$ cat src/rtl/keypad_pkg.sv
// keypad_pkg: shared types and helpers for the 4x4 key matrix scanner.
//   KP_ROWS / KP_COLS : matrix geometry
//   kp_code_t         : 4-bit key code {col[1:0], row[1:0]}
//   kp_snap_t         : 16-bit full-matrix snapshot, bit index = col*4 + row
//   kp_decode()       : snapshot -> {exactly-one-bit-set flag, index of set bit}
package keypad_pkg;

  localparam int KP_ROWS = 4;
  localparam int KP_COLS = 4;

  typedef logic [3:0]  kp_code_t;
  typedef logic [15:0] kp_snap_t;

  typedef struct packed {
    logic     single;
    kp_code_t code;
  } kp_decode_t;

  // The code is only meaningful when single is set; with several bits set
  // it reports the highest one, which the caller ignores.
  function automatic kp_decode_t kp_decode(input kp_snap_t snap);
    kp_decode_t res;
    logic [4:0] cnt;
    res = '0;
    cnt = '0;
    for (int i = 0; i < KP_ROWS * KP_COLS; i++) begin
      if (snap[i]) begin
        cnt      = cnt + 5'd1;
        res.code = kp_code_t'(i);
      end
    end
    res.single = (cnt == 5'd1);
    return res;
  endfunction

endpackage

$ cat src/rtl/keypad_debounce.sv
// keypad_debounce: whole-scan debouncer for the key matrix snapshot.
// A snapshot is accepted once DEBOUNCE_SCANS consecutive scans produced it.
// Ports:
//   clock, reset  : system clock, synchronous active-high reset
//   i_scan_done   : one-cycle strobe, i_snap holds a complete scan
//   i_snap        : full 16-key snapshot (1 = pressed)
//   o_accept      : combinational strobe in the scan-done cycle when i_snap
//                   becomes the debounced state at the next edge
//   o_state       : current (registered) debounced state
module keypad_debounce
  import keypad_pkg::*;
#(
  parameter int DEBOUNCE_SCANS = 4
) (
  input  logic        clock,
  input  logic        reset,
  input  logic        i_scan_done,
  input  logic [15:0] i_snap,
  output logic        o_accept,
  output logic [15:0] o_state
);

  localparam int CNT_W = $clog2(DEBOUNCE_SCANS + 1);
  localparam logic [CNT_W-1:0] CNT_MAX = CNT_W'(DEBOUNCE_SCANS);

  logic [CNT_W-1:0] r_cnt;
  logic [CNT_W-1:0] w_cnt_next;
  kp_snap_t         r_prev;
  kp_snap_t         r_state;
  logic             w_same;

  always_comb begin
    w_same     = (i_snap == r_prev);
    w_cnt_next = CNT_W'(1);
    if (w_same) begin
      w_cnt_next = (r_cnt == CNT_MAX) ? CNT_MAX : r_cnt + CNT_W'(1);
    end
    // Accept only on the scan that first reaches the threshold; a run that
    // is already saturated has been accepted before.
    o_accept = i_scan_done && (w_cnt_next == CNT_MAX) &&
               !(w_same && (r_cnt == CNT_MAX));
  end

  always_ff @(posedge clock) begin
    if (reset) begin
      r_cnt   <= '0;
      r_prev  <= '0;
      r_state <= '0;
    end else if (i_scan_done) begin
      r_cnt  <= w_cnt_next;
      r_prev <= i_snap;
      if (o_accept) begin
        r_state <= i_snap;
      end
    end
  end

  assign o_state = r_state;

endmodule

$ cat src/rtl/keypad_scan.sv
// keypad_scan: 4x4 passive key matrix scanner with whole-scan debounce and a
// valid/ack key event interface.
// Optional feature macro: KEYPAD_REPEAT_EN (auto-repeat of a held single key
// every REPEAT_SCANS scans). Undefined: one event per press.
// Ports:
//   clock, reset : system clock, synchronous active-high reset
//   kcol         : column strobes, active-low one-hot
//   krow         : row sense lines, active-low, asynchronous
//   key_code     : {col[1:0], row[1:0]} of the pending event
//   key_valid    : event pending; cleared by key_ack
//   key_ack      : consumer accepts the pending event
//   key_down     : debounced state has at least one key pressed
//   overrun      : sticky, an event was dropped while one was pending
module keypad_scan
  import keypad_pkg::*;
#(
  parameter int SCAN_DIV       = 5000,
  parameter int DEBOUNCE_SCANS = 4,
  parameter int REPEAT_SCANS   = 50
) (
  input  logic       clock,
  input  logic       reset,
  output logic [3:0] kcol,
  input  logic [3:0] krow,
  output logic [3:0] key_code,
  output logic       key_valid,
  input  logic       key_ack,
  output logic       key_down,
  output logic       overrun
);

  if (SCAN_DIV < 2 || DEBOUNCE_SCANS < 1 || REPEAT_SCANS < 1) begin : g_bad_param
    $error("keypad_scan: parameter out of range");
  end

  localparam int DIV_W = $clog2(SCAN_DIV);

  logic [3:0]       r_krow_p0;
  logic [3:0]       r_krow_p1;
  logic [DIV_W-1:0] r_div;
  logic [1:0]       r_col;
  logic [3:0]       r_kcol;
  logic [11:0]      r_snap;
  kp_code_t         r_code;
  logic             r_valid;
  logic             r_down;
  logic             r_ovr;

  logic             w_last;
  logic             w_scan_done;
  kp_snap_t         w_snap_full;
  logic             w_accept;
  kp_snap_t         w_deb;
  kp_decode_t       w_dec;
  logic             w_press;
  logic             w_event;
  kp_code_t         w_event_code;

  // Stage p0/p1: two-flop synchronizer on the asynchronous row lines.
  // Reset to all-high so nothing looks pressed straight out of reset.
  always_ff @(posedge clock) begin
    if (reset) begin
      r_krow_p0 <= 4'hF;
      r_krow_p1 <= 4'hF;
    end else begin
      r_krow_p0 <= krow;
      r_krow_p1 <= r_krow_p0;
    end
  end

  assign w_last      = (r_div == DIV_W'(SCAN_DIV - 1));
  assign w_scan_done = w_last && (r_col == 2'd3);

  // Column 3 is never stored: its rows are merged directly into the snapshot
  // handed to the debouncer in the scan-done cycle.
  always_comb begin
    w_snap_full        = {4'h0, r_snap};
    w_snap_full[15:12] = ~r_krow_p1;
  end

  // Column divider, strobe and per-column sampling.
  always_ff @(posedge clock) begin
    if (reset) begin
      r_div  <= '0;
      r_col  <= '0;
      r_kcol <= 4'b1110;
      r_snap <= '0;
    end else if (w_last) begin
      r_div  <= '0;
      r_col  <= r_col + 2'd1;
      r_kcol <= ~(4'b0001 << (r_col + 2'd1));
      case (r_col)
        2'd0:    r_snap[3:0]  <= ~r_krow_p1;
        2'd1:    r_snap[7:4]  <= ~r_krow_p1;
        2'd2:    r_snap[11:8] <= ~r_krow_p1;
        default: ;
      endcase
    end else begin
      r_div <= r_div + DIV_W'(1);
    end
  end

  keypad_debounce #(
    .DEBOUNCE_SCANS(DEBOUNCE_SCANS)
  ) u_debounce (
    .clock      (clock),
    .reset      (reset),
    .i_scan_done(w_scan_done),
    .i_snap     (w_snap_full),
    .o_accept   (w_accept),
    .o_state    (w_deb)
  );

  // A press needs a single key emerging from an all-released state; this
  // also suppresses events after chords until everything is released.
  assign w_dec   = kp_decode(w_snap_full);
  assign w_press = w_accept && w_dec.single && (w_deb == '0);

`ifdef KEYPAD_REPEAT_EN
  localparam int REP_W = $clog2(REPEAT_SCANS + 1);

  logic [REP_W-1:0] r_rep_cnt;
  logic             r_rep_held;
  kp_code_t         r_rep_code;
  logic             w_rep_drop;
  logic             w_repeat;

  // The held key is lost only when a different debounced state is accepted.
  assign w_rep_drop = w_accept && (w_snap_full != w_deb);
  assign w_repeat   = w_scan_done && !w_press && r_rep_held && !w_rep_drop &&
                      (r_rep_cnt == REP_W'(REPEAT_SCANS - 1));

  always_ff @(posedge clock) begin
    if (reset) begin
      r_rep_cnt  <= '0;
      r_rep_held <= 1'b0;
      r_rep_code <= '0;
    end else if (w_scan_done) begin
      if (w_press) begin
        r_rep_held <= 1'b1;
        r_rep_cnt  <= '0;
        r_rep_code <= w_dec.code;
      end else if (w_rep_drop) begin
        r_rep_held <= 1'b0;
      end else if (r_rep_held) begin
        r_rep_cnt <= w_repeat ? '0 : r_rep_cnt + REP_W'(1);
      end
    end
  end

  always_comb begin
    w_event      = w_press || w_repeat;
    w_event_code = w_press ? w_dec.code : r_rep_code;
  end
`else
  always_comb begin
    w_event      = w_press;
    w_event_code = w_dec.code;
  end
`endif

  // Output register: event handshake, overrun and key_down.
  always_ff @(posedge clock) begin
    if (reset) begin
      r_code  <= '0;
      r_valid <= 1'b0;
      r_down  <= 1'b0;
      r_ovr   <= 1'b0;
    end else begin
      if (w_event) begin
        // An ack in the same cycle frees the slot for the new event.
        if (r_valid && !key_ack) begin
          r_ovr <= 1'b1;
        end else begin
          r_valid <= 1'b1;
          r_code  <= w_event_code;
        end
      end else if (r_valid && key_ack) begin
        r_valid <= 1'b0;
      end
      if (w_accept) begin
        r_down <= |w_snap_full;
      end
    end
  end

  assign kcol      = r_kcol;
  assign key_code  = r_code;
  assign key_valid = r_valid;
  assign key_down  = r_down;
  assign overrun   = r_ovr;

endmodule
$ cat config.mk
export PLATFORM = sky130hd
export DESIGN_NAME = keypad_scan
export DESIGN_NICKNAME = d
export VERILOG_FILES = /design/src/rtl/keypad_pkg.sv /design/src/rtl/keypad_debounce.sv /design/src/rtl/keypad_scan.sv
export SDC_FILE = /design/constraint.sdc
export NUM_CORES = 1
export LEC_CHECK = 0
export ABC_CLOCK_PERIOD_IN_PS = 14300
export CAP_MARGIN = 5
export CORE_MARGIN = 2
export CORE_UTILIZATION = 55
export CTS_CLUSTER_SIZE = 25
export DETAILED_ROUTE_END_ITERATION = 6
export PLACE_DENSITY = 0.73
export REMOVE_ABC_BUFFERS = 1
export SLEW_MARGIN = 10
export SYNTH_ARGS = -nofsm -noshare
export SYNTH_HDL_FRONTEND = slang
export SYNTH_SLANG_ARGS = --single-unit
$ cat constraint.sdc
create_clock -name clock -period 14.3 [get_ports clock]
set_input_delay 2.145 -clock clock [delete_from_list [all_inputs] [get_ports clock]]
set_output_delay 2.145 -clock clock [all_outputs]
set_load 0.01 [all_outputs]
# ---- Yosys cells after proc, flatten, opt, wreduce, memory -nomap -nowiden
# Cells that the tools add are included.
dict set report totals {
  word_cells 104
  in_bits 7
  regBits 81
}
dict set report op_classes {
  reduce_logical 22
  shifts 1
  addsub 18
  muxes 36
  bitwise 3
  n_eq_ne 9
}
# operator count
set op_table {}
lappend op_table {{adder 5 x 1 -> 5 bit, second input constant} 15}
lappend op_table {{2-to-1 mux 5 bit} 15}
lappend op_table {{2-to-1 mux 4 bit} 14}
lappend op_table {{== test 16 bit} 1}
lappend op_table {{logical NOT 16 bit} 1}
lappend op_table {{OR reduction 16 bit} 1}
lappend op_table {{AND reduction 2 bit} 7}
lappend op_table {{adder 13 x 1 -> 13 bit, second input constant} 1}
lappend op_table {{== test 13 bit, second input constant} 1}
lappend op_table {{logical AND 1 bit} 8}
lappend op_table {{NOT 4 bit} 2}
lappend op_table {{== test 3 bit, second input constant} 2}
lappend op_table {{2-to-1 mux 3 bit} 2}
lappend op_table {{== test 5 x 1 -> 1 bit, second input constant} 1}
lappend op_table {{2-to-1 mux 1 bit} 5}
lappend op_table {{== test 2 bit, second input constant} 2}
lappend op_table {{left shift 1 x 2 -> 4 bit, first input constant} 1}
lappend op_table {{adder 3 x 1 -> 3 bit, second input constant} 1}
lappend op_table {{adder 2 x 1 -> 2 bit, second input constant} 1}
lappend op_table {{== test 2 x 1 -> 1 bit, second input constant} 1}
lappend op_table {{logical NOT 1 bit} 2}
lappend op_table {{logical NOT 2 bit} 1}
lappend op_table {{inequality test 2 bit, second input constant} 1}
lappend op_table {{nonzero test 2 bit} 1}
lappend op_table {{other kinds (2)} 2}

# ---- Logic depth before layout (Yosys ltp)
dict set report depth {
  word_depth 36
  depth_mapped 53
}

# ---- Hierarchy
# A second synthesis with hierarchy kept.
dict set report unflattened {
  hier_cells 590
  area_unflattened_um2 5149.9
}
# mod cells_per_inst n_inst area_each_um2
set by_module_without_submodules {}
lappend by_module_without_submodules {keypad_scan 425 1 3510.9}
lappend by_module_without_submodules {keypad_debounce 165 1 1639.1}

# ---- Worst setup path after synthesis
# No wires, ideal clock.
dict set report synth_path {
  path_type {register -> register}
  from {reg r_snap[0]}
  to {reg r_code[0] (netlist: key_code[0])}
  arrival_time_ns 9.040
  period_less_slack_ns 9.161
  stages_incl_launch_ff 51
  required_ns 14.179
  setup_ns 0.121
  slack_ns 5.139
  path_cell_list {dfxtp_1 > inv_1 > ha_1 > xor2_1 > ha_1 > nor2b_1 > a31oi_1 > ha_1 > mux2_2 > ha_1 > nand2_1 > nand2_1 > a21oi_1 > inv_1 > ha_1 > nand2_1 > o21ai_0 > ha_1 > [... 15 more ...] > nand2_1 > o221ai_1 > ha_1 > nand2_1 > nand2_1 > ha_1 > mux2i_1 > inv_1 > ha_1 > nor2_1 > a21oi_1 > ha_1 > nor3_1 > o311ai_1 > nand2b_1 > nor4b_2 > a41oi_2 > mux2_2}
}
dict set report synth_between {
  elab_chain_cells 35
}
# element line
set synth_rtl {}
lappend synth_rtl {{start, declared} keypad_scan.sv:43} ;# logic [11:0] r_snap;
lappend synth_rtl {{start signal, assigned} keypad_scan.sv:93} ;# 2'd0: r_snap[3:0] <= ~r_krow_p1;
lappend synth_rtl {{2-to-1 mux 1 bit} keypad_pkg.sv:27} ;# if (snap[i]) begin
lappend synth_rtl {{adder 5 x 1 -> 5 bit} keypad_pkg.sv:28} ;# cnt = cnt + 5'd1;
lappend synth_rtl {{2-to-1 mux 5 bit} keypad_pkg.sv:27}
lappend synth_rtl {{adder 5 x 1 -> 5 bit} keypad_pkg.sv:28}
lappend synth_rtl {{2-to-1 mux 5 bit} keypad_pkg.sv:27}
lappend synth_rtl {{adder 5 x 1 -> 5 bit} keypad_pkg.sv:28}
lappend synth_rtl {{2-to-1 mux 5 bit} keypad_pkg.sv:27}
lappend synth_rtl {{adder 5 x 1 -> 5 bit} keypad_pkg.sv:28}
lappend synth_rtl {{[... 18 more ...]} --}
lappend synth_rtl {{2-to-1 mux 5 bit} keypad_pkg.sv:27}
lappend synth_rtl {{adder 5 x 1 -> 5 bit} keypad_pkg.sv:28}
lappend synth_rtl {{2-to-1 mux 5 bit} keypad_pkg.sv:27}
lappend synth_rtl {{adder 5 x 1 -> 5 bit} keypad_pkg.sv:28}
lappend synth_rtl {{2-to-1 mux 5 bit} keypad_pkg.sv:27}
lappend synth_rtl {{== test 5 x 1 -> 1 bit} keypad_pkg.sv:32} ;# res.single = (cnt == 5'd1);
lappend synth_rtl {{logical AND 1 bit (*) (2 in a row)} keypad_scan.sv:117} ;# assign w_press = w_accept && w_dec.single && (w_deb == '0);
lappend synth_rtl {{AND reduction 2 bit (no line) (*)} --}
lappend synth_rtl {{end signal, assigned} keypad_scan.sv:176} ;# r_code <= w_event_code;
lappend synth_rtl {{end, declared} keypad_scan.sv:44} ;# kp_code_t r_code;
# Every way passes the cells marked *; elsewhere a longest branch is shown, timed or not.
# A chain may end at the register's enable or synchronous reset.

# ---- Final worst setup path
dict set report layout_path {
  from {reg r_snap[1]}
  to {reg r_code[1] (netlist: key_code[1])}
}
dict set report layout_between {
  elab_chain_cells 33
}
# element line
set layout_rtl {}
lappend layout_rtl {{2-to-1 mux 5 bit} keypad_pkg.sv:27}
lappend layout_rtl {{adder 5 x 1 -> 5 bit} keypad_pkg.sv:28}
lappend layout_rtl {{2-to-1 mux 5 bit} keypad_pkg.sv:27}
lappend layout_rtl {{adder 5 x 1 -> 5 bit} keypad_pkg.sv:28}
lappend layout_rtl {{2-to-1 mux 5 bit} keypad_pkg.sv:27}
lappend layout_rtl {{adder 5 x 1 -> 5 bit} keypad_pkg.sv:28}
lappend layout_rtl {{2-to-1 mux 5 bit} keypad_pkg.sv:27}
lappend layout_rtl {{adder 5 x 1 -> 5 bit} keypad_pkg.sv:28}
lappend layout_rtl {{[... 16 more ...]} --}
lappend layout_rtl {{2-to-1 mux 5 bit} keypad_pkg.sv:27}
lappend layout_rtl {{adder 5 x 1 -> 5 bit} keypad_pkg.sv:28}
lappend layout_rtl {{2-to-1 mux 5 bit} keypad_pkg.sv:27}
lappend layout_rtl {{adder 5 x 1 -> 5 bit} keypad_pkg.sv:28}
lappend layout_rtl {{2-to-1 mux 5 bit} keypad_pkg.sv:27}
lappend layout_rtl {{== test 5 x 1 -> 1 bit} keypad_pkg.sv:32}
lappend layout_rtl {{logical AND 1 bit (*) (2 in a row)} keypad_scan.sv:117}
lappend layout_rtl {{AND reduction 2 bit (no line) (*)} --}
# Marked as above.

==> out/results.txt <==
The number of instances in the placed design is 701. The final period demand of the worst path is 10.50 ns, and the mean cell area of the mapped netlist is 8.29 um^2. The count of nets left with antenna violations after detail routing is 0, and the relative slew slack is 20.4%. TritonCTS built the clock tree.

In this run the clock root is driven by a sky130_fd_sc_hd__clkbuf_8. The clock network fraction of design power is 43.6%, and the share of synthesized cell area in and, or, nand and nor gates is 23.5%. The multi-input combinational cells in the finished layout cover a total of 3200 um^2. In the post-route analysis, the smallest setup slack over all paths is 3.80 ns. The startpoint identified for the worst hold timing path is r_krow_p0[1]. The tools report the total global routing track utilization as 22.6%. Number of hold violations in the final report: 0. The logs give 607 for the post-synthesis cell count and 9930 um^2 for the die area.

The standard cell with the maximum stage delay on the critical path was sky130_fd_sc_hd__a211oi_1. The number of violations reported at the end of detailed-routing iteration 0 was 148; the count of unresolved DRC violations after routing was 0. Standard cell area after detailed placement: 5230 um^2.

For the arrival time at the worst endpoint, the log shows 10.77 ns. STA classifies the critical path endpoint as a flop. Entering global routing, the biggest net connects 76 pins.

Registers take 1620 um^2. The clock skew after layout was 0.00697 ns. In the synthesized netlist the dominant register cell turns out to be sky130_fd_sc_hd__dfxtp_1.

The quantity of hold-fixing buffers added after cts was 0. At the end of the flow the core is filled with cells to 61.9%. The via count of the first global-routing pass came out at 3976. The number of port buffers was 17. In this run, CTS created clock tree buffers numbering 9. The share of flip-flops with an asynchronous set or reset was 0%. The critical path class is reg -> reg. The logs give 57.1% for the effective utilization at floorplan and 0 for the initial antenna violation count. The reported leakage power is 2.25 nW, and the depth of the worst register-to-register path is 52. The horizontal die dimension is 99.6 um. The worst min-delay path category was reg -> reg.

The routed design has 10.5 mm of wire. The logs give 3 for the H-tree depth and 32.2% for the sequential-to-total area share from yosys stat. Area overhead of the layout relative to synthesis: 8.38%.

Worst reg2reg path startpoint: r_snap[1]. Fraction of layout instances using a drive strength above 1: 9.20%. The synthesized design contains 0 enable-type register cells. The synthesized design contains 81 register bits. The most repeated library cell on the critical path was sky130_fd_sc_hd__ha_1. The flow ran to the end, and the final reports show no timing, DRC or antenna violations.

The Yosys step of the flow raised 0 warnings. The switching fraction of total power is 23.1%, and the met2 routed wirelength is 5.00 mm. For the finished layout cell area, the log shows 5450 um^2.

At the end of routability-driven placement, the weighted congestion stood at 0.836. The clock passes through at most 2 buffers. In the detailed route, the total length drawn on met3 is 406 um. The number of cells on the worst hold path is 1. CTS saw 81 sinks. The final setup violation count is 0. I/O pin total: 18. The final critical path takes up 73.4% of the cycle. The critical path required time was 14.57 ns. The area share of fa/ha/maj cells after synthesis was 6.42%. For this design the ratio of total power to cell area is 79.4 nW/um^2.

Kind of start point of the critical path: a flop. Setup repair after global routing left no endpoint under its margin. The tools report the routed metal-1 wire length as 4.87 mm. The number of max-capacitance violations reported was 0; the total vias in the final route was 4094.

The maximum ir drop on the vdd rail came out at 0.0867 mV. For hold timing, the worst endpoint is r_krow_p1[1]. After routing, the total negative slack on setup checks comes to 0 ns. Post-CTS timing repair inserted 0 buffers for setup.

The wire length of the first global-routing pass is 18.2 mm, and the clock network latency to the later pin of the worst-skew pair is 0.37 ns. Using the TritonRoute via totals, the vias-per-cell ratio works out to 5.71. The number of rows created at floorplan was 34; the setup slack on the worst flop-to-flop path was 3.80 ns.

The count of cells in the finished layout, fillers not included, comes to 717. The completed layout was analyzed and its total power is 0.433 mW. The share of synthesized area spent on multiplexers was 4.00%; the share of total power in sequential cells was 53.1%.

In this design, the stage delay of the slowest critical-path cell is 0.44 ns. For the pre-CTS setup slack, the log shows 3.87 ns. The first TritonRoute pass finished after 4 iterations.

Summing the areas of all compound-gate instances in the mapped netlist gives 13.0% of the synthesized area. The number of different library cells used by synthesis comes to 66. Measured along the y axis, the die boundary spans 99.6 um. The tools report the internal power contribution as 0.333 mW. Routed signal wires occupy layers up through met4. The worst hold-check slack was 0.421 ns. After synthesis, the largest family of logic cells by area is simple AND/OR/NAND/NOR gates. The clock-pin slew on the worst setup and hold paths was 0.09 ns; the share of the synthesized netlist area taken by xor and xnor gates was 16.5%. Summed over all nets, the switching power comes to 0.100 mW.

The core footprint is 8810 um^2, and the antenna diode instance count is 0. Terminus of the critical flop-to-flop path: key_code[1]. The wire-length estimate of the detail-placed layout is 7.56 mm. Based on the critical path, the design can be clocked at up to 0.0952 GHz. For this run the aggregate overflow at the end of global routing stands at 0. After the last flow step, the layout net total stands at 636. The final routed wire length divided by cell count came out at 14.7 um. The fill cell instance count of the final layout was 767.

The tools report the netlist area before placement as 5030 um^2. The combinational group share of total power is 3.3%, and the total of cells resized after clock tree synthesis is 0. The largest fanout on the critical path came out at 7. The final number of max-transition violations is 0. At the pin with the least slew margin, the transition time is 1.19 ns.
## cell usage after synthesis (2+ instances only)
library cell               number  area (um^2)
sky130_fd_sc_hd__nor2_1        88          330
sky130_fd_sc_hd__dfxtp_1       81         1620
sky130_fd_sc_hd__nand2_1       65          244
sky130_fd_sc_hd__a21oi_1       47          235
sky130_fd_sc_hd__xnor2_1       36          315
sky130_fd_sc_hd__clkbuf_1      28          105
sky130_fd_sc_hd__ha_1          25          313
sky130_fd_sc_hd__xor2_1        21          184
sky130_fd_sc_hd__inv_1         20         75.1
sky130_fd_sc_hd__nand3_1       15         75.1
sky130_fd_sc_hd__o21ai_0       14         70.1
sky130_fd_sc_hd__a211oi_1      13         97.6
sky130_fd_sc_hd__mux2i_1       13          130
sky130_fd_sc_hd__nor4_1        12         75.1
sky130_fd_sc_hd__nand2b_1      11         68.8
sky130_fd_sc_hd__or2_2         10         62.6
sky130_fd_sc_hd__nor3_1         9         45.0
sky130_fd_sc_hd__nor2b_1        8         50.1
sky130_fd_sc_hd__nand4_1        7         43.8
sky130_fd_sc_hd__a31oi_1        5         31.3
sky130_fd_sc_hd__and3_1         5         31.3
sky130_fd_sc_hd__nand3b_1       5         37.5
sky130_fd_sc_hd__buf_1          4         15.0
sky130_fd_sc_hd__mux2_2         4         45.0
sky130_fd_sc_hd__xnor2_2        4         65.1
sky130_fd_sc_hd__xnor3_1        4         90.1
sky130_fd_sc_hd__o22ai_1        3         18.8
sky130_fd_sc_hd__xor2_2         3         48.8
sky130_fd_sc_hd__a21boi_0       2         15.0
sky130_fd_sc_hd__and2_1         2         12.5
sky130_fd_sc_hd__buf_2          2         10.0
sky130_fd_sc_hd__nand4b_1       2         17.5
sky130_fd_sc_hd__o211ai_1       2         15.0
sky130_fd_sc_hd__o31ai_1        2         15.0
sky130_fd_sc_hd__or4b_2         2         20.0
sky130_fd_sc_hd__xnor2_4        2         55.1
sky130_fd_sc_hd__xnor3_2        2         47.6
## cells by family after synthesis
family | count (synthesis)
fa+ha+maj | 26
simple gates | 249
compound gates | 104
flops | 81
xor+xnor | 73
mux | 18
buf+inv | 56
## cell type report
type	count	area share (%)
Tap cell	108	2.48
Sequential cell	81	29.7
Clock inverter	7	1.81
Multi-Input combinational cell	470	58.7
Clock buffer	9	2.27
Timing Repair Buffer	21	3.58
Inverter	21	1.45
## power groups by stage
stage               clock network, mW  registers, mW  logic (mW)
floorplan                           0          0.234     0.00807
global placement                    0          0.235      0.0140
detailed placement                  0          0.235      0.0144
CTS                             0.192          0.230      0.0144
global route                    0.201          0.230      0.0160
finish                          0.189          0.230      0.0143
## layer usage
layer | up-vias | global-route usage, %
met3 | 23 | 3.72
met2 | 74 | 37.9
met4 | 0 | 10.3
met5 | - | 0
met1 | 1920 | 28.6
li1 | 2077 | -
## cell usage in the layout, fill, tap and decap left out, drive strengths merged, types with 3 or more instances in the layout
cell type      netlist  final
xnor2               42     42
dfxtp               81     81
and3                 5      5
nor3                 9      9
nand3               16     16
a31oi                5      5
nand4                7      7
or2                 10     10
buf                  7      5
ha                  25     25
nand3b               5      5
and2                 3      3
a211oi              13     13
mux2                 4      4
xor2                24     24
clkdlybuf4s50        0     16
nor4                12     12
xnor3                7      7
nand2b              11     11
mux2i               13     13
inv                 20     23
nor2b                8      8
o22ai                4      4
clkbuf              28      9
o21ai               14     14
a21oi               47     47
nor2                88     88
nand2               66     66
## flip-flops by register name (all words and copies together), names as in the netlist
signal              cells
u_debounce.o_state     16
u_debounce.r_prev      16
r_div                  13
r_snap                 12
kcol                    4
key_code                4
r_krow_p0               4
r_krow_p1               4
u_debounce.r_cnt        3
r_col                   2
key_down                1
key_valid               1
overrun                 1
## worst max-delay path, delay by kind of cell, from the launching register on
family / cells / cell delay [ns]
fa+ha+maj: 14 / 4.26
compound gates: 13 / 2.33
simple gates: 14 / 1.46
mux: 3 / 0.85
buf+inv: 5 / 0.55
xor+xnor: 3 / 0.50
flops: 1 / 0.43
## worst max-delay path by stage
stage | startpoint | end | slack [ns] | cells after the start
after floorplan | r_snap[0] | key_code[0] | 5.10 | 52
after global placement | r_snap[1] | key_code[0] | 4.52 | 50
after detailed placement | r_snap[1] | key_code[1] | 3.87 | 52
after CTS | r_snap[1] | key_code[1] | 3.85 | 52
after global routing | r_snap[1] | key_code[1] | 2.90 | 52
final | r_snap[1] | key_code[1] | 3.80 | 52
No activity file was read; power rests on OpenSTA's default activity.
